### src/rtl/lcd_pkg.sv
// rtl/lcd_pkg.sv - FSM encoding, SSD1306 command constants and init ROM for the LCD SPI engine
package lcd_pkg;

  localparam logic [2:0] ST_RST_LOW  = 3'd0;
  localparam logic [2:0] ST_RST_WAIT = 3'd1;
  localparam logic [2:0] ST_INIT     = 3'd2;
  localparam logic [2:0] ST_IDLE     = 3'd3;
  localparam logic [2:0] ST_SHIFT    = 3'd4;
  localparam logic [2:0] ST_HOLD     = 3'd5;

  localparam logic [7:0] CMD_DISP_OFF        = 8'hAE;
  localparam logic [7:0] CMD_DISP_ON         = 8'hAF;
  localparam logic [7:0] CMD_SET_CLK_DIV     = 8'hD5;
  localparam logic [7:0] CMD_SET_MUX         = 8'hA8;
  localparam logic [7:0] CMD_SET_OFFSET      = 8'hD3;
  localparam logic [7:0] CMD_START_LINE      = 8'h40;
  localparam logic [7:0] CMD_SET_CHARGE_PUMP = 8'h8D;
  localparam logic [7:0] CMD_ADDR_MODE       = 8'h20;
  localparam logic [7:0] CMD_SEG_REMAP       = 8'hA1;
  localparam logic [7:0] CMD_COM_SCAN_DEC    = 8'hC8;
  localparam logic [7:0] CMD_COM_PINS        = 8'hDA;
  localparam logic [7:0] CMD_CONTRAST        = 8'h81;
  localparam logic [7:0] CMD_PRECHARGE       = 8'hD9;
  localparam logic [7:0] CMD_VCOM_DESELECT   = 8'hDB;
  localparam logic [7:0] CMD_RESUME_RAM      = 8'hA4;
  localparam logic [7:0] CMD_NORMAL_DISP     = 8'hA6;

  localparam int ROM_DEPTH = 25;

  // SSD1306 128x64 bring-up, arguments follow their command byte
  localparam logic [7:0] INIT_ROM [ROM_DEPTH] = '{
    CMD_DISP_OFF,
    CMD_SET_CLK_DIV, 8'h80,
    CMD_SET_MUX, 8'h3F,
    CMD_SET_OFFSET, 8'h00,
    CMD_START_LINE,
    CMD_SET_CHARGE_PUMP, 8'h14,
    CMD_ADDR_MODE, 8'h00,
    CMD_SEG_REMAP,
    CMD_COM_SCAN_DEC,
    CMD_COM_PINS, 8'h12,
    CMD_CONTRAST, 8'hCF,
    CMD_PRECHARGE, 8'hF1,
    CMD_VCOM_DESELECT, 8'h40,
    CMD_RESUME_RAM,
    CMD_NORMAL_DISP,
    CMD_DISP_ON
  };

  function automatic int cnt_w(input int n);
    return (n > 1) ? $clog2(n) : 1;
  endfunction

endpackage

### src/rtl/lcd_spi_shifter.sv
// rtl/lcd_spi_shifter.sv - mode-0 MSB-first shift register with clock divider and bit counter
module lcd_spi_shifter
  import lcd_pkg::*;
#(
  parameter int DATA_W  = 8,
  parameter int CLK_DIV = 4
) (
  input  logic              i_clk,
  input  logic              i_rst,
  input  logic              load,
  input  logic [DATA_W-1:0] data,
  output logic              sclk,
  output logic              mosi,
  output logic              done
);

  localparam int DIV_W = cnt_w(CLK_DIV);
  localparam int BIT_W = cnt_w(DATA_W);

  logic              active;
  logic [DIV_W-1:0]  div_cnt;
  logic [BIT_W-1:0]  bit_cnt;
  logic [DATA_W-1:0] sreg;
  logic              edge_now;

  assign edge_now = active && (div_cnt == DIV_W'(CLK_DIV - 1));
  // done coincides with the final falling edge so the FSM moves to HOLD on that cycle
  assign done     = edge_now && sclk && (bit_cnt == BIT_W'(DATA_W - 1));
  assign mosi     = sreg[DATA_W-1];

  always_ff @(posedge i_clk) begin
    if (i_rst) begin
      active  <= 1'b0;
      sclk    <= 1'b0;
      div_cnt <= '0;
      bit_cnt <= '0;
      sreg    <= '0;
    end else if (load) begin
      active  <= 1'b1;
      sclk    <= 1'b0;
      div_cnt <= '0;
      bit_cnt <= '0;
      sreg    <= data;
    end else if (edge_now) begin
      div_cnt <= '0;
      sclk    <= ~sclk;
      if (sclk) begin
        sreg <= sreg << 1;
        if (done) begin
          bit_cnt <= '0;
          active  <= 1'b0;
        end else begin
          bit_cnt <= bit_cnt + BIT_W'(1);
        end
      end
    end else if (active) begin
      div_cnt <= div_cnt + DIV_W'(1);
    end
  end

endmodule

### src/rtl/lcd_spi_engine.sv
// rtl/lcd_spi_engine.sv - SSD1306 4-wire SPI transmit engine with panel reset; LCD_INIT_ROM_EN adds built-in init
module lcd_spi_engine
  import lcd_pkg::*;
#(
  parameter int DATA_W     = 8,
  parameter int CLK_DIV    = 4,
  parameter int RST_CYCLES = 27000,
  parameter int CS_HOLD    = 2,
  parameter int INIT_LEN   = 25
) (
  input  logic              i_clk,
  input  logic              i_rst,
  input  logic              i_valid,
  input  logic              i_dc,
  input  logic [DATA_W-1:0] i_data,
  output logic              o_ready,
  output logic              o_busy,
  output logic              o_init_done,
  output logic              o_rst,
  output logic              o_cs,
  output logic              o_dc,
  output logic              o_clk,
  output logic              o_data
);

  localparam int TMR_W  = cnt_w(RST_CYCLES);
  localparam int HOLD_W = cnt_w(CS_HOLD);

  if (CLK_DIV < 1 || CS_HOLD < 1 || RST_CYCLES < 1 || INIT_LEN < 1 || INIT_LEN > ROM_DEPTH) begin : g_bad_param
    $error("lcd_spi_engine: illegal parameter value");
  end

  logic [2:0]        state;
  logic [TMR_W-1:0]  timer;
  logic [HOLD_W-1:0] hold_cnt;
  logic              dc_q;
  logic              init_done_q;
  logic              accept;
  logic              load;
  logic [DATA_W-1:0] load_word;
  logic              sh_done;
  logic              init_active;
  logic              init_load;
  logic              init_next;
  logic [DATA_W-1:0] init_word;

`ifdef LCD_INIT_ROM_EN
  localparam int IDX_W = cnt_w(INIT_LEN);
  logic [IDX_W-1:0] init_idx;
  logic             init_active_q;

  assign init_active = init_active_q;
  assign init_next   = (state == ST_HOLD) && (hold_cnt == '0) && init_active_q
                       && (init_idx != IDX_W'(INIT_LEN - 1));
  assign init_load   = (state == ST_INIT) || init_next;
  assign init_word   = DATA_W'(INIT_ROM[init_next ? init_idx + IDX_W'(1) : init_idx]);
`else
  assign init_active = 1'b0;
  assign init_next   = 1'b0;
  assign init_load   = 1'b0;
  assign init_word   = '0;
`endif

  // one acceptance slot in HOLD lets the next word follow with CS still low
  assign o_ready   = ((state == ST_IDLE) || (state == ST_HOLD && hold_cnt == '0)) && !init_active;
  assign accept    = i_valid && o_ready;
  assign load      = accept || init_load;
  assign load_word = init_load ? init_word : i_data;

  always_ff @(posedge i_clk) begin
    if (i_rst) begin
      state       <= ST_RST_LOW;
      timer       <= '0;
      hold_cnt    <= '0;
      dc_q        <= 1'b0;
      init_done_q <= 1'b0;
`ifdef LCD_INIT_ROM_EN
      init_idx      <= '0;
      init_active_q <= 1'b0;
`endif
    end else begin
      case (state)
        ST_RST_LOW: begin
          if (timer == TMR_W'(RST_CYCLES - 1)) begin
            timer <= '0;
            state <= ST_RST_WAIT;
          end else begin
            timer <= timer + TMR_W'(1);
          end
        end
        ST_RST_WAIT: begin
          if (timer == TMR_W'(RST_CYCLES - 1)) begin
            timer <= '0;
`ifdef LCD_INIT_ROM_EN
            state         <= ST_INIT;
            init_idx      <= '0;
            init_active_q <= 1'b1;
`else
            state       <= ST_IDLE;
            init_done_q <= 1'b1;
`endif
          end else begin
            timer <= timer + TMR_W'(1);
          end
        end
        ST_INIT: begin
          dc_q  <= 1'b0;
          state <= ST_SHIFT;
        end
        ST_IDLE: begin
          if (accept) begin
            dc_q  <= i_dc;
            state <= ST_SHIFT;
          end
        end
        ST_SHIFT: begin
          if (sh_done) begin
            hold_cnt <= '0;
            state    <= ST_HOLD;
          end
        end
        ST_HOLD: begin
          if (accept) begin
            dc_q  <= i_dc;
            state <= ST_SHIFT;
          end else if (init_next) begin
`ifdef LCD_INIT_ROM_EN
            init_idx <= init_idx + IDX_W'(1);
`endif
            dc_q  <= 1'b0;
            state <= ST_SHIFT;
          end else if (hold_cnt == HOLD_W'(CS_HOLD - 1)) begin
            state       <= ST_IDLE;
            init_done_q <= 1'b1;
`ifdef LCD_INIT_ROM_EN
            init_active_q <= 1'b0;
`endif
          end else begin
            hold_cnt <= hold_cnt + HOLD_W'(1);
          end
        end
        default: state <= ST_RST_LOW;
      endcase
    end
  end

  lcd_spi_shifter #(
    .DATA_W  (DATA_W),
    .CLK_DIV (CLK_DIV)
  ) u_shifter (
    .i_clk (i_clk),
    .i_rst (i_rst),
    .load  (load),
    .data  (load_word),
    .sclk  (o_clk),
    .mosi  (o_data),
    .done  (sh_done)
  );

  assign o_rst       = (state != ST_RST_LOW);
  assign o_cs        = !((state == ST_SHIFT) || (state == ST_HOLD));
  assign o_busy      = (state == ST_SHIFT) || (state == ST_HOLD);
  assign o_dc        = dc_q;
  assign o_init_done = init_done_q;

endmodule

### config.mk
export PLATFORM = sky130hd
export DESIGN_NAME = lcd_spi_engine
export DESIGN_NICKNAME = d
export VERILOG_FILES = /design/src/rtl/lcd_pkg.sv /design/src/rtl/lcd_spi_shifter.sv /design/src/rtl/lcd_spi_engine.sv
export SDC_FILE = /design/constraint.sdc
export NUM_CORES = 1
export LEC_CHECK = 0
export CAP_MARGIN = 20
export CORE_MARGIN = 2
export CORE_UTILIZATION = 35
export CTS_CLUSTER_DIAMETER = 50
export DETAILED_ROUTE_END_ITERATION = 8
export PLACE_DENSITY = 0.53
export SYNTH_ARGS = -nofsm -noshare
export SYNTH_HDL_FRONTEND = slang
export SYNTH_SLANG_ARGS = --single-unit
### constraint.sdc
create_clock -name i_clk -period 4.8 [get_ports i_clk]
set_input_delay 0.96 -clock i_clk [delete_from_list [all_inputs] [get_ports i_clk]]
set_output_delay 0.96 -clock i_clk [all_outputs]
set_load 0.05 [all_outputs]
==> metrics.txt, run 1 <==
Buffers & Inverters on Critical Path=1; routed length on met2=around 1500 um; main flop type after synthesis=sky130_fd_sc_hd__dfxtp_1; via count of the first global-routing pass=about 1300; number of placed I/O pins=20; Filler Cells Inserted=between 400 and 500; Via-to-Cell Ratio=slightly below 5; synthesized instance count=209; type of the worst setup path=reg2out; number of gates resized after CTS=0; distinct cell type count after synthesis=slightly above 40; Top Layer Used=met4; worst slew margin relative to its limit=38.1%; aggregate negative setup slack=0 ns; share of the synthesized area in the top cell type=between 40 and 50%; run status=finished, final reports clean; gr usage total=13.7%; largest net degree at the start of global routing=22; type of destination of the critical path=primary output; total vias in the final route=between 1000 and 1500; final worst path period share=around 66%; level count of the clock H-tree=2; peak per-stage delay on the critical path=0.79 ns; Worst IR Drop VDD=0.163 mV; global-route wire length before repair=roughly 5700 um; CP Data Arrival Time=around 2.2 ns; ordered list of cells on the worst path=nand2b_1 > o21ai_0 > and2_1 > clkdlybuf4s50_1; CP Max Fanout=9; kind of cell adding the most delay to the critical path=buffers and inverters; Post-Synthesis Net Count=225; antenna violations before repair=0; antenna-violating nets left=0; mean area per synthesized cell=approximately 8.3 um^2; number of flops mapped to enable cells by yosys=0; setup repair after global routing missed its margin=no; clk sinks=36; number of antenna repair diodes=0; final wirelength=3510 um; met3 routed wirelength=114 um; count of yosys warnings during synthesis=0; number of hold violations in the final report=0; largest clock skew in the final design=0.0121 ns; die area=~5600 um^2; number of buffers created by CTS=5; Leakage=0.762 nW; overflow left after global routing=0; count of state elements after synthesis=36; port buffer count=19; Slew @ Worst Pin=0.927 ns; CTS Hold Bufs=0; post-detailed-route wirelength per cell=around 12 um; most common cell after layout, fill and taps aside=sky130_fd_sc_hd__nor2_1; DRC marker count from the first detailed-route iteration=64; DR pass1 iterations=4; master cell of the clock root buffer=sky130_fd_sc_hd__clkbuf_8; final setup violation count=0; combinational fraction of design power=about 3.6%; starting density of the core=between 30% and 40%; time the worst path needs with I/O delays and setup=about 3.2 ns; part of the total power dissipated in the clock network=45.3%; Total Nets Final=~240; placed wire-length estimate=2480 um; P_int=0.466 mW; relative area change from synthesis to final layout=19.9%; share of power burned in registers=51.1%; highest-count cells in the layout ignoring fill and taps=sky130_fd_sc_hd__nor2_1 (38), sky130_fd_sc_hd__dfxtp_1 (36), sky130_fd_sc_hd__clkdlybuf4s50_1 (19); Worst Hold Margin=between 0.4 and 0.5 ns; placer's final routability congestion estimate=roughly 0.79; Required @ worst endpoint=3.84 ns; post-synthesis instance area=1740 um^2; switching portion of total power=around a fifth; core area=4750 um^2; NetSw=around 0.13 mW; path class of the lowest-slack min-delay path=reg2reg; maxcap violations=0; Max Root-Sink Buffers=2; CTS tree=built; clock-pin slew on the worst setup and hold paths=0.08 ns; Seq/Total Area, Yosys=approximately two fifths; Fmax=316 MHz; height of the die=~75 um; fin. max-slew vios=0; top cells by area in the synthesized netlist=sky130_fd_sc_hd__dfxtp_1 (41%), sky130_fd_sc_hd__nor2_1 (8.2%), sky130_fd_sc_hd__xnor2_1 (5.5%); wire length the detailed router placed on met1=approximately 1800 um; critical path's slowest cell=sky130_fd_sc_hd__clkdlybuf4s50_1; cell type with the highest aggregate area in the netlist=sky130_fd_sc_hd__dfxtp_1; Pwr per Cell Area=approximately 280 nW/um^2; register cell area after layout=about 720 um^2; Async SR Flop Fraction=0%; combined area of the multi-input logic cells=951 um^2; die outline width=74.5 um; post-CTS repair timing setup buffer count=0; share of cells above drive strength 1=under 10%; num rows=25; clock latency on the worst-skew pair=~0.30 ns; residual DRC count=0; critical path launch point type=register
==> synth_stat cells, types with 2 or more instances <==
cell	count
sky130_fd_sc_hd__nand4_1	5
sky130_fd_sc_hd__clkbuf_1	8
sky130_fd_sc_hd__nand3_1	6
sky130_fd_sc_hd__ha_1	4
sky130_fd_sc_hd__nand2b_1	4
sky130_fd_sc_hd__a21oi_1	15
sky130_fd_sc_hd__nand2_1	14
sky130_fd_sc_hd__inv_1	6
sky130_fd_sc_hd__xor2_1	2
sky130_fd_sc_hd__xnor2_1	11
sky130_fd_sc_hd__nor2_1	38
sky130_fd_sc_hd__nor4_1	6
sky130_fd_sc_hd__o21ai_0	5
sky130_fd_sc_hd__nor3_1	7
sky130_fd_sc_hd__nor3b_1	3
sky130_fd_sc_hd__mux2i_1	7
sky130_fd_sc_hd__dfxtp_1	36
sky130_fd_sc_hd__a211oi_1	9
==> per-layer routing <==
| metal | up-vias | global-route usage [%] |
|---|---|---|
| met4 | 0 | 8.33 |
| li1 | 773 | - |
| met5 | - | 0 |
| met3 | 5 | 3.39 |
| met2 | 19 | 19.5 |
| met1 | 642 | 18.6 |
==> power by group through the flow <==
stage / Combinational (mW) / Sequential (mW) / Clock (mW)
global route: 0.0238 / 0.303 / 0.293
global placement: 0.0216 / 0.310 / 0
CTS: 0.0218 / 0.303 / 0.279
detailed placement: 0.0217 / 0.310 / 0
finish: 0.0215 / 0.303 / 0.268
floorplan: 0.00993 / 0.309 / 0
==> stage by stage <==
| step | instances | setup slack [ns] | util, % | power [mW] | area [um^2] |
|---|---|---|---|---|---|
| after floorplan | 209 | 2.17 | - | 0.319 | 1740 |
| after global placement | 286 | 2.00 | 41.6 | 0.331 | 1980 |
| after detailed placement | 286 | 1.95 | 41.6 | 0.331 | 1980 |
| after CTS | 294 | 1.62 | 43.9 | 0.603 | 2090 |
| after global routing | 294 | 1.46 | 43.9 | 0.619 | 2090 |
| final | 294 | 1.63 | 43.9 | 0.593 | 2090 |
==> state kept, by name (all words and copies together), names as in the netlist <==
name / count
u_shifter.active: 1
timer: 15
u_shifter.div_cnt: 2
u_shifter.bit_cnt: 3
u_shifter.sreg: 8
hold_cnt: 1
o_dc: 1
u_shifter.sclk: 1
state: 3
o_init_done: 1
==> logic make-up (layout without fill, tap and decap cells) <==
| kind of cell | count (synthesis) | count (layout) | synth area share (%) |
|---|---|---|---|
| simple gates | 97 | 97 | 28.1 |
| compound gates | 36 | 36 | 13.1 |
| flops | 36 | 36 | 41.4 |
| buf+inv | 16 | 34 | 3.95 |
| xor+xnor | 13 | 13 | 6.54 |
| mux | 7 | 7 | 4.03 |
| fa+ha+maj | 4 | 4 | 2.88 |
==> final cells by class <==
| type | count | area share [%] |
|---|---|---|
| inverter | 6 | 1.08 |
| tap | 67 | 4.02 |
| sequential | 36 | 34.5 |
| clock inverter | 3 | 2.04 |
| clock buffer | 5 | 3.30 |
| timing repair buffer | 20 | 9.47 |
| multi-input combinational | 157 | 45.6 |
==> worst paths after layout <==
path / cells after the start / end / start / slack, ns
worst min-delay path: 2 / u_shifter.sreg[0] / u_shifter.sreg[0] / 0.47
worst max register to register: 4 / timer[10] / timer[8] / 2.68
worst max-delay path: 4 / o_ready / state[2] / 1.63
worst min register to register: 2 / u_shifter.sreg[0] / u_shifter.sreg[0] / 0.47
==> worst reg2reg max path, delay by kind of cell (launching register included) <==
kind	cells	cell delay, ns
compound gates	1	0.75
flops	1	0.43
simple gates	3	0.81
Power figures use the tool's default switching activity.
==> run 2: changes to the inputs <==
==> constraint.sdc (replaced) <==
create_clock -name i_clk -period 3.3 [get_ports i_clk]
set_input_delay 0.66 -clock i_clk [delete_from_list [all_inputs] [get_ports i_clk]]
set_output_delay 0.66 -clock i_clk [all_outputs]
set_load 0.05 [all_outputs]
==> run 2 against run 1 <==
Setup slack worse by 1.2 ns; sequential share of layout area is 0.44 points higher; critical path type unchanged; global-route usage grew 0.14 points.
==> metrics.txt, run 2 (same netlist as run 1, synthesis figures left out) <==
run status=finished, final reports clean; most common cell after layout, fill and taps aside=sky130_fd_sc_hd__nor2_1; die area=5550 um^2 (unchanged); DRC marker count from the first detailed-route iteration=88 (+38%); gr usage total=13.8% (+0.14 points); CP Data Arrival Time=2.20 ns (about the same); master cell of the clock root buffer=sky130_fd_sc_hd__clkbuf_8; met3 global-route usage=3.39% (unchanged); critical path's slowest cell=sky130_fd_sc_hd__clkdlybuf4s50_1; largest net degree at the start of global routing=22 (unchanged); final worst path period share=between 80 and 90%; num rows=25 (unchanged); Total Nets Final=243 (+0.41%); clock latency on the worst-skew pair=0.28 ns (-0.02 ns); number of gates resized after CTS=0 (unchanged); maxcap violations=0 (unchanged); via count of the first global-routing pass=1329 (+4.1%); number of buffers created by CTS=5 (unchanged); DR pass1 iterations=4 (unchanged); setup repair after global routing missed its margin=no; antenna-violating nets left=0 (unchanged); CTS Hold Bufs=0 (unchanged); total vias in the final route=1453 (+0.97%); register bank with the most flops=timer; Buffers & Inverters on Critical Path=1 (unchanged); Pwr per Cell Area=373 nW/um^2 (+31%); post-CTS repair timing setup buffer count=0 (unchanged); residual DRC count=0 (unchanged); aggregate negative setup slack=0 ns (unchanged); most used routing layer in global routing=met2; CP Max Fanout=9 (unchanged); placed wire-length estimate=2440 um (-1.4%); Largest register FFs=15 (unchanged); antenna violations before repair=0 (unchanged); Fmax=~350 MHz; number of placed I/O pins=20 (unchanged); peak per-stage delay on the critical path=0.79 ns (about the same); ordered list of cells on the worst path=nand2b_1 > o21ai_0 > and2_1 > clkdlybuf4s50_1; clock-pin slew on the worst setup and hold paths=0.07 ns (about the same); Via-to-Cell Ratio=4.94 (+0.97%); height of the die=74.5 um (unchanged); placer's final routability congestion estimate=0.755 (-3.8%); overflow left after global routing=0 (unchanged); Leakage=0.754 nW (-1.1%); die outline width=74.5 um (unchanged); type of the worst setup path=reg2out; critical path launch point type=register; capture point of the worst path=o_ready; CTS tree=built; critical register-to-register path endpoint=timer[9]; GRT met2 Usage=20.4% (+0.88 points); path class of the lowest-slack min-delay path=reg2reg; highest-count cells in the layout ignoring fill and taps=sky130_fd_sc_hd__nor2_1 (38), sky130_fd_sc_hd__dfxtp_1 (36), sky130_fd_sc_hd__clkdlybuf4s50_1 (19); Max Root-Sink Buffers=2 (unchanged); Stages on worst setup path=4 (unchanged); kind of cell adding the most delay to the critical path=buffers and inverters; number of hold violations in the final report=0 (unchanged); startpoint of the lowest-slack register-to-register path=timer[8]; Worst Hold Margin=0.486 ns (+0.0118 ns); relative area change from synthesis to final layout=18.4%; starting density of the core=36.6% (unchanged); worst slew margin relative to its limit=36.0% (-2.1 points); number of cells on the worst reg-to-reg path=4 (unchanged); Worst IR Drop VDD=0.143 mV (-13%); level count of the clock H-tree=2 (unchanged); number of antenna repair diodes=0 (unchanged); final wirelength=3600 um (+2.7%); post-detailed-route wirelength per cell=12.3 um (+2.7%); GR Layer Usage met1=19.3% (+0.64 points); Slew @ Worst Pin=0.958 ns (+0.0309 ns); clk sinks=36 (unchanged); share of cells above drive strength 1=3.96% (-0.44 points); leading registers by flop count=timer x15, u_shifter.sreg x8; time the worst path needs with I/O delays and setup=about 2.9 ns; start point of the critical path=state[2]; Required @ worst endpoint=2.64 ns (-1.20 ns); type of destination of the critical path=primary output; setup slack of the worst register-to-register path=1.18 ns (-1.50 ns); fin. max-slew vios=0 (unchanged); port buffer count=19 (unchanged); core area=4750 um^2 (unchanged); global-route wire length before repair=5970 um (+5.0%); final setup violation count=0 (unchanged); largest clock skew in the final design=0.00341 ns (-0.00874 ns)
==> run 2: cell count changes in the layout (fill, tap and decap cells not counted) <==
cell	delta
sky130_fd_sc_hd__buf_4	+1
sky130_fd_sc_hd__bufinv_16	-1
sky130_fd_sc_hd__clkbuf_1	+1
sky130_fd_sc_hd__clkinvlp_4	-1
==> run 2: worst min-delay path by stage <==
stage / depth (start not counted) / startpoint / end / slack [ns]
finish: 2 / u_shifter.sreg[0] / u_shifter.sreg[0] / 0.49
floorplan: 2 / u_shifter.sreg[0] / u_shifter.sreg[0] / 0.45
global route: 2 / timer[13] / timer[13] / 0.53
detailed placement: 2 / u_shifter.sreg[0] / u_shifter.sreg[0] / 0.48
CTS: 2 / u_shifter.sreg[0] / u_shifter.sreg[0] / 0.49
global placement: 2 / u_shifter.sreg[0] / u_shifter.sreg[0] / 0.47
==> run 2: power breakdown <==
group          total [mW]  switching, mW  leakage [nW]  internal (mW)
clock               0.296          0.152        0.0410          0.144
sequential          0.440        0.00316         0.290          0.437
combinational      0.0323         0.0146         0.423         0.0178
==> run 2: through the flow <==
stage	setup slack, ns	util, %	area (um^2)	instances	power (mW)
4_1_cts	0.436	43.3	2060	294	0.778
2_1_floorplan	0.972	-	1740	209	0.464
3_5_place_dp	0.748	41.7	1980	287	0.483
6_report	0.443	43.3	2060	294	0.769
3_3_place_gp	0.794	41.7	1980	287	0.483
5_1_grt	0.256	43.3	2060	294	0.801
==> run 2: cell type report <==
cell class | count | area, um^2
clock buffers | 6 | 72.6
clock inverters | 1 | 5.00
fillers | 490 | 2690
inverters | 6 | 22.5
multi-input cells | 157 | 951
flip-flops and latches | 36 | 721
well taps | 67 | 83.8
repair buffers | 21 | 205
==> run 2: routing by layer <==
| layer | part of all wire (%) | vias to the layer above |
|---|---|---|
| met5 | 0 | - |
| met4 | 1.6 | 0 |
| met3 | 2.9 | 7 |
| met2 | 42 | 14 |
| met1 | 53 | 664 |
| li1 | - | 768 |
==> run 2: tightest hold or removal path: stages, from the launching register on <==
cell	delay, ns
sky130_fd_sc_hd__dfxtp_1	0.31
sky130_fd_sc_hd__nand3_1	0.06
sky130_fd_sc_hd__a21oi_1	0.06
==> run 3: changes to the inputs <==
--- a/config.mk
+++ b/config.mk
@@ -5,12 +5,13 @@
 export SDC_FILE = /design/constraint.sdc
 export NUM_CORES = 1
 export LEC_CHECK = 0
-export CAP_MARGIN = 20
-export CORE_MARGIN = 2
+export CAP_MARGIN = 25
+export CORE_MARGIN = 4
 export CORE_UTILIZATION = 35
 export CTS_CLUSTER_DIAMETER = 50
 export DETAILED_ROUTE_END_ITERATION = 8
 export PLACE_DENSITY = 0.53
+export SKIP_CTS_REPAIR_TIMING = 1
 export SYNTH_ARGS = -nofsm -noshare
 export SYNTH_HDL_FRONTEND = slang
 export SYNTH_SLANG_ARGS = --single-unit
==> run 3 against run 2 <==
Combinational power increased by 2%; first-iteration DRC count decreased by 31%; non-clock buffer count increased by 1; fmax decreased by 1.7%; design area increased by 2.0%; power increased by 12%; cell count increased by 0.68%; setup slack got worse by 0.049 ns; clock-buffer cell count decreased by 1; clock power increased by 31%; largest power group unchanged; critical path type unchanged.
==> metrics.txt, run 3 (same netlist as run 1, synthesis figures left out) <==
run status=finished, final reports clean; starting density of the core=36.6% (unchanged); pre-CTS setup slack=0.724 ns (-0.0232 ns); number of cells on the worst reg-to-reg path=5 (+1); number of hold violations in the final report=0 (unchanged); Filler Cells Inserted=502 (+2.4%); final wirelength=3570 um (-0.94%); type of destination of the critical path=primary output; hold path depth=2 (unchanged); Largest register FFs=15 (unchanged); global-route wire length before repair=6020 um (+0.92%); Fmax=344 MHz (-1.7%); NetSw=0.181 mW (+6.7%); worst slew margin relative to its limit=54.9% (+19 points); Worst Hold Margin=0.487 ns (+0.00122 ns); Max Root-Sink Buffers=2 (unchanged); peak per-stage delay on the critical path=0.79 ns (about the same); clock-pin slew on the worst setup and hold paths=0.08 ns (about the same); switching portion of total power=21.1% (-1.0 points); placed wire-length estimate=2500 um (+2.4%); level count of the clock H-tree=2 (unchanged); largest clock skew in the final design=0.0113 ns (+0.00793 ns); critical path's slowest cell=sky130_fd_sc_hd__clkdlybuf4s50_1; antenna-violating nets left=0 (unchanged); highest-count cells in the layout ignoring fill and taps=sky130_fd_sc_hd__nor2_1 (38), sky130_fd_sc_hd__dfxtp_1 (36), sky130_fd_sc_hd__clkdlybuf4s50_1 (19); die outline width=78.5 um (+5.4%); Required @ worst endpoint=2.64 ns (about the same); fin. max-slew vios=0 (unchanged); leading registers by flop count=timer x15, u_shifter.sreg x8; num rows=25 (unchanged); port buffer count=19 (unchanged); number of antenna repair diodes=0 (unchanged); clock latency on the worst-skew pair=0.29 ns (about the same); antenna violations before repair=0 (unchanged); final design instance area without fill=2100 um^2 (+2.0%); critical register-to-register path endpoint=timer[4]; PnR worst setup slack=0.394 ns (-0.0486 ns); setup slack of the worst register-to-register path=1.35 ns (+0.17 ns); final setup violation count=0 (unchanged); final worst path period share=88.1% (+1.5 points); gr usage total=12.2% (-1.6 points); time the worst path needs with I/O delays and setup=2.91 ns (+0.0486 ns); Total Nets Final=244 (+0.41%); aggregate negative setup slack=0 ns (unchanged); DRC marker count from the first detailed-route iteration=61 (-31%); Leakage=0.772 nW (+2.4%); ordered list of cells on the worst path=nand2b_1 > o21ai_0 > and2_1 > clkdlybuf4s50_1; Pwr per Cell Area=409 nW/um^2 (+9.8%); number of buffers created by CTS=5 (unchanged); total vias in the final route=1466 (+0.89%); Via-to-Cell Ratio=4.95 (+0.21%); share of cells above drive strength 1=5.24% (+1.3 points); height of the die=78.5 um (+5.4%); maxcap violations=0 (unchanged); part of the total power dissipated in the clock network=45.0% (+6.5 points); placer's final routability congestion estimate=0.800 (+6.0%); register bank with the most flops=timer; startpoint of the lowest-slack register-to-register path=timer[8]; master cell of the clock root buffer=sky130_fd_sc_hd__clkbuf_8; overflow left after global routing=0 (unchanged); WHS Endpoint=u_shifter.sreg[0]; CTS tree=built; Buffers & Inverters on Critical Path=1 (unchanged); path class of the lowest-slack min-delay path=reg2reg; hold path startpoint=u_shifter.sreg[0]; CP Max Fanout=9 (unchanged); post-detailed-route wirelength per cell=12.1 um (-1.6%); setup repair after global routing missed its margin=no; critical path launch point type=register; Slew @ Worst Pin=0.675 ns (-0.282 ns); relative area change from synthesis to final layout=20.8%; most common cell after layout, fill and taps aside=sky130_fd_sc_hd__nor2_1; post-place instance area=1990 um^2 (+0.38%); clk sinks=36 (unchanged); combinational fraction of design power=3.8% (-0.4 points); core area=4750 um^2 (unchanged); type of the worst setup path=reg2out; kind of cell adding the most delay to the critical path=buffers and inverters; die area=6160 um^2 (+11%); via count of the first global-routing pass=1349 (+1.5%); P_int=0.679 mW (+13%); Worst IR Drop VDD=0.244 mV (+71%); residual DRC count=0 (unchanged); Stages on worst setup path=4 (unchanged); largest net degree at the start of global routing=22 (unchanged); end-of-flow core utilization=44.2% (+0.87 points); CP Data Arrival Time=2.25 ns (+0.05 ns); DR pass1 iterations=4 (unchanged); number of placed I/O pins=20 (unchanged); share of power burned in registers=51.2% (-6.1 points)
==> run 3: changes by cell type in the layout (fill, tap and decap cells not counted) <==
cell                         before  now
sky130_fd_sc_hd__buf_4            2    3
sky130_fd_sc_hd__bufinv_16        0    1
sky130_fd_sc_hd__clkbuf_1         1    0
sky130_fd_sc_hd__clkinvlp_4       0    1
==> run 3: worst max-delay path by stage <==
stage | start | endpoint | slack [ns]
3_5_place_dp | state[2] | o_ready | 0.72
3_3_place_gp | state[2] | o_ready | 0.79
4_1_cts | state[2] | o_ready | 0.39
2_1_floorplan | state[1] | o_ready | 0.97
5_1_grt | state[2] | o_ready | 0.21
6_report | state[2] | o_ready | 0.39
==> run 3: layer usage <==
metal  vias up  global-route usage (%)  share of wire, %
met3         5                    3.33               3.4
met4         0                    6.47               1.7
met5         -                       0                 0
met2        17                    18.3                43
li1        778                       -                 -
met1       666                    15.9                52
==> run 3: worst min-delay path, stage by stage, from the launching register on <==
cell and delay, ns:
sky130_fd_sc_hd__dfxtp_1 0.32, sky130_fd_sc_hd__nand3_1 0.06, sky130_fd_sc_hd__a21oi_1 0.06
==> run 3: final cells by class <==
cell class	instances	area, um^2	share of cell area, %
Clock buffer	5	68.8	3.27
Clock inverter	3	42.5	2.02
Inverter	6	22.5	1.07
Multi-Input combinational cell	157	951	45.2
Sequential cell	36	721	34.3
Tap cell	67	83.8	3.99
Timing Repair Buffer	22	213	10.1
==> run 3: per-stage QoR <==
step	std cells	total power, mW
global route	296	0.897
floorplan	209	0.464
CTS	296	0.874
detailed placement	288	0.484
global placement	288	0.484
finish	296	0.861
==> run 3: power groups by stage <==
stage	sequential (mW)	clock (mW)	combinational (mW)
2_1_floorplan	0.449	0	0.0144
3_3_place_gp	0.450	0	0.0337
3_5_place_dp	0.450	0	0.0337
4_1_cts	0.440	0.400	0.0337
5_1_grt	0.440	0.420	0.0365
6_report	0.440	0.387	0.0331
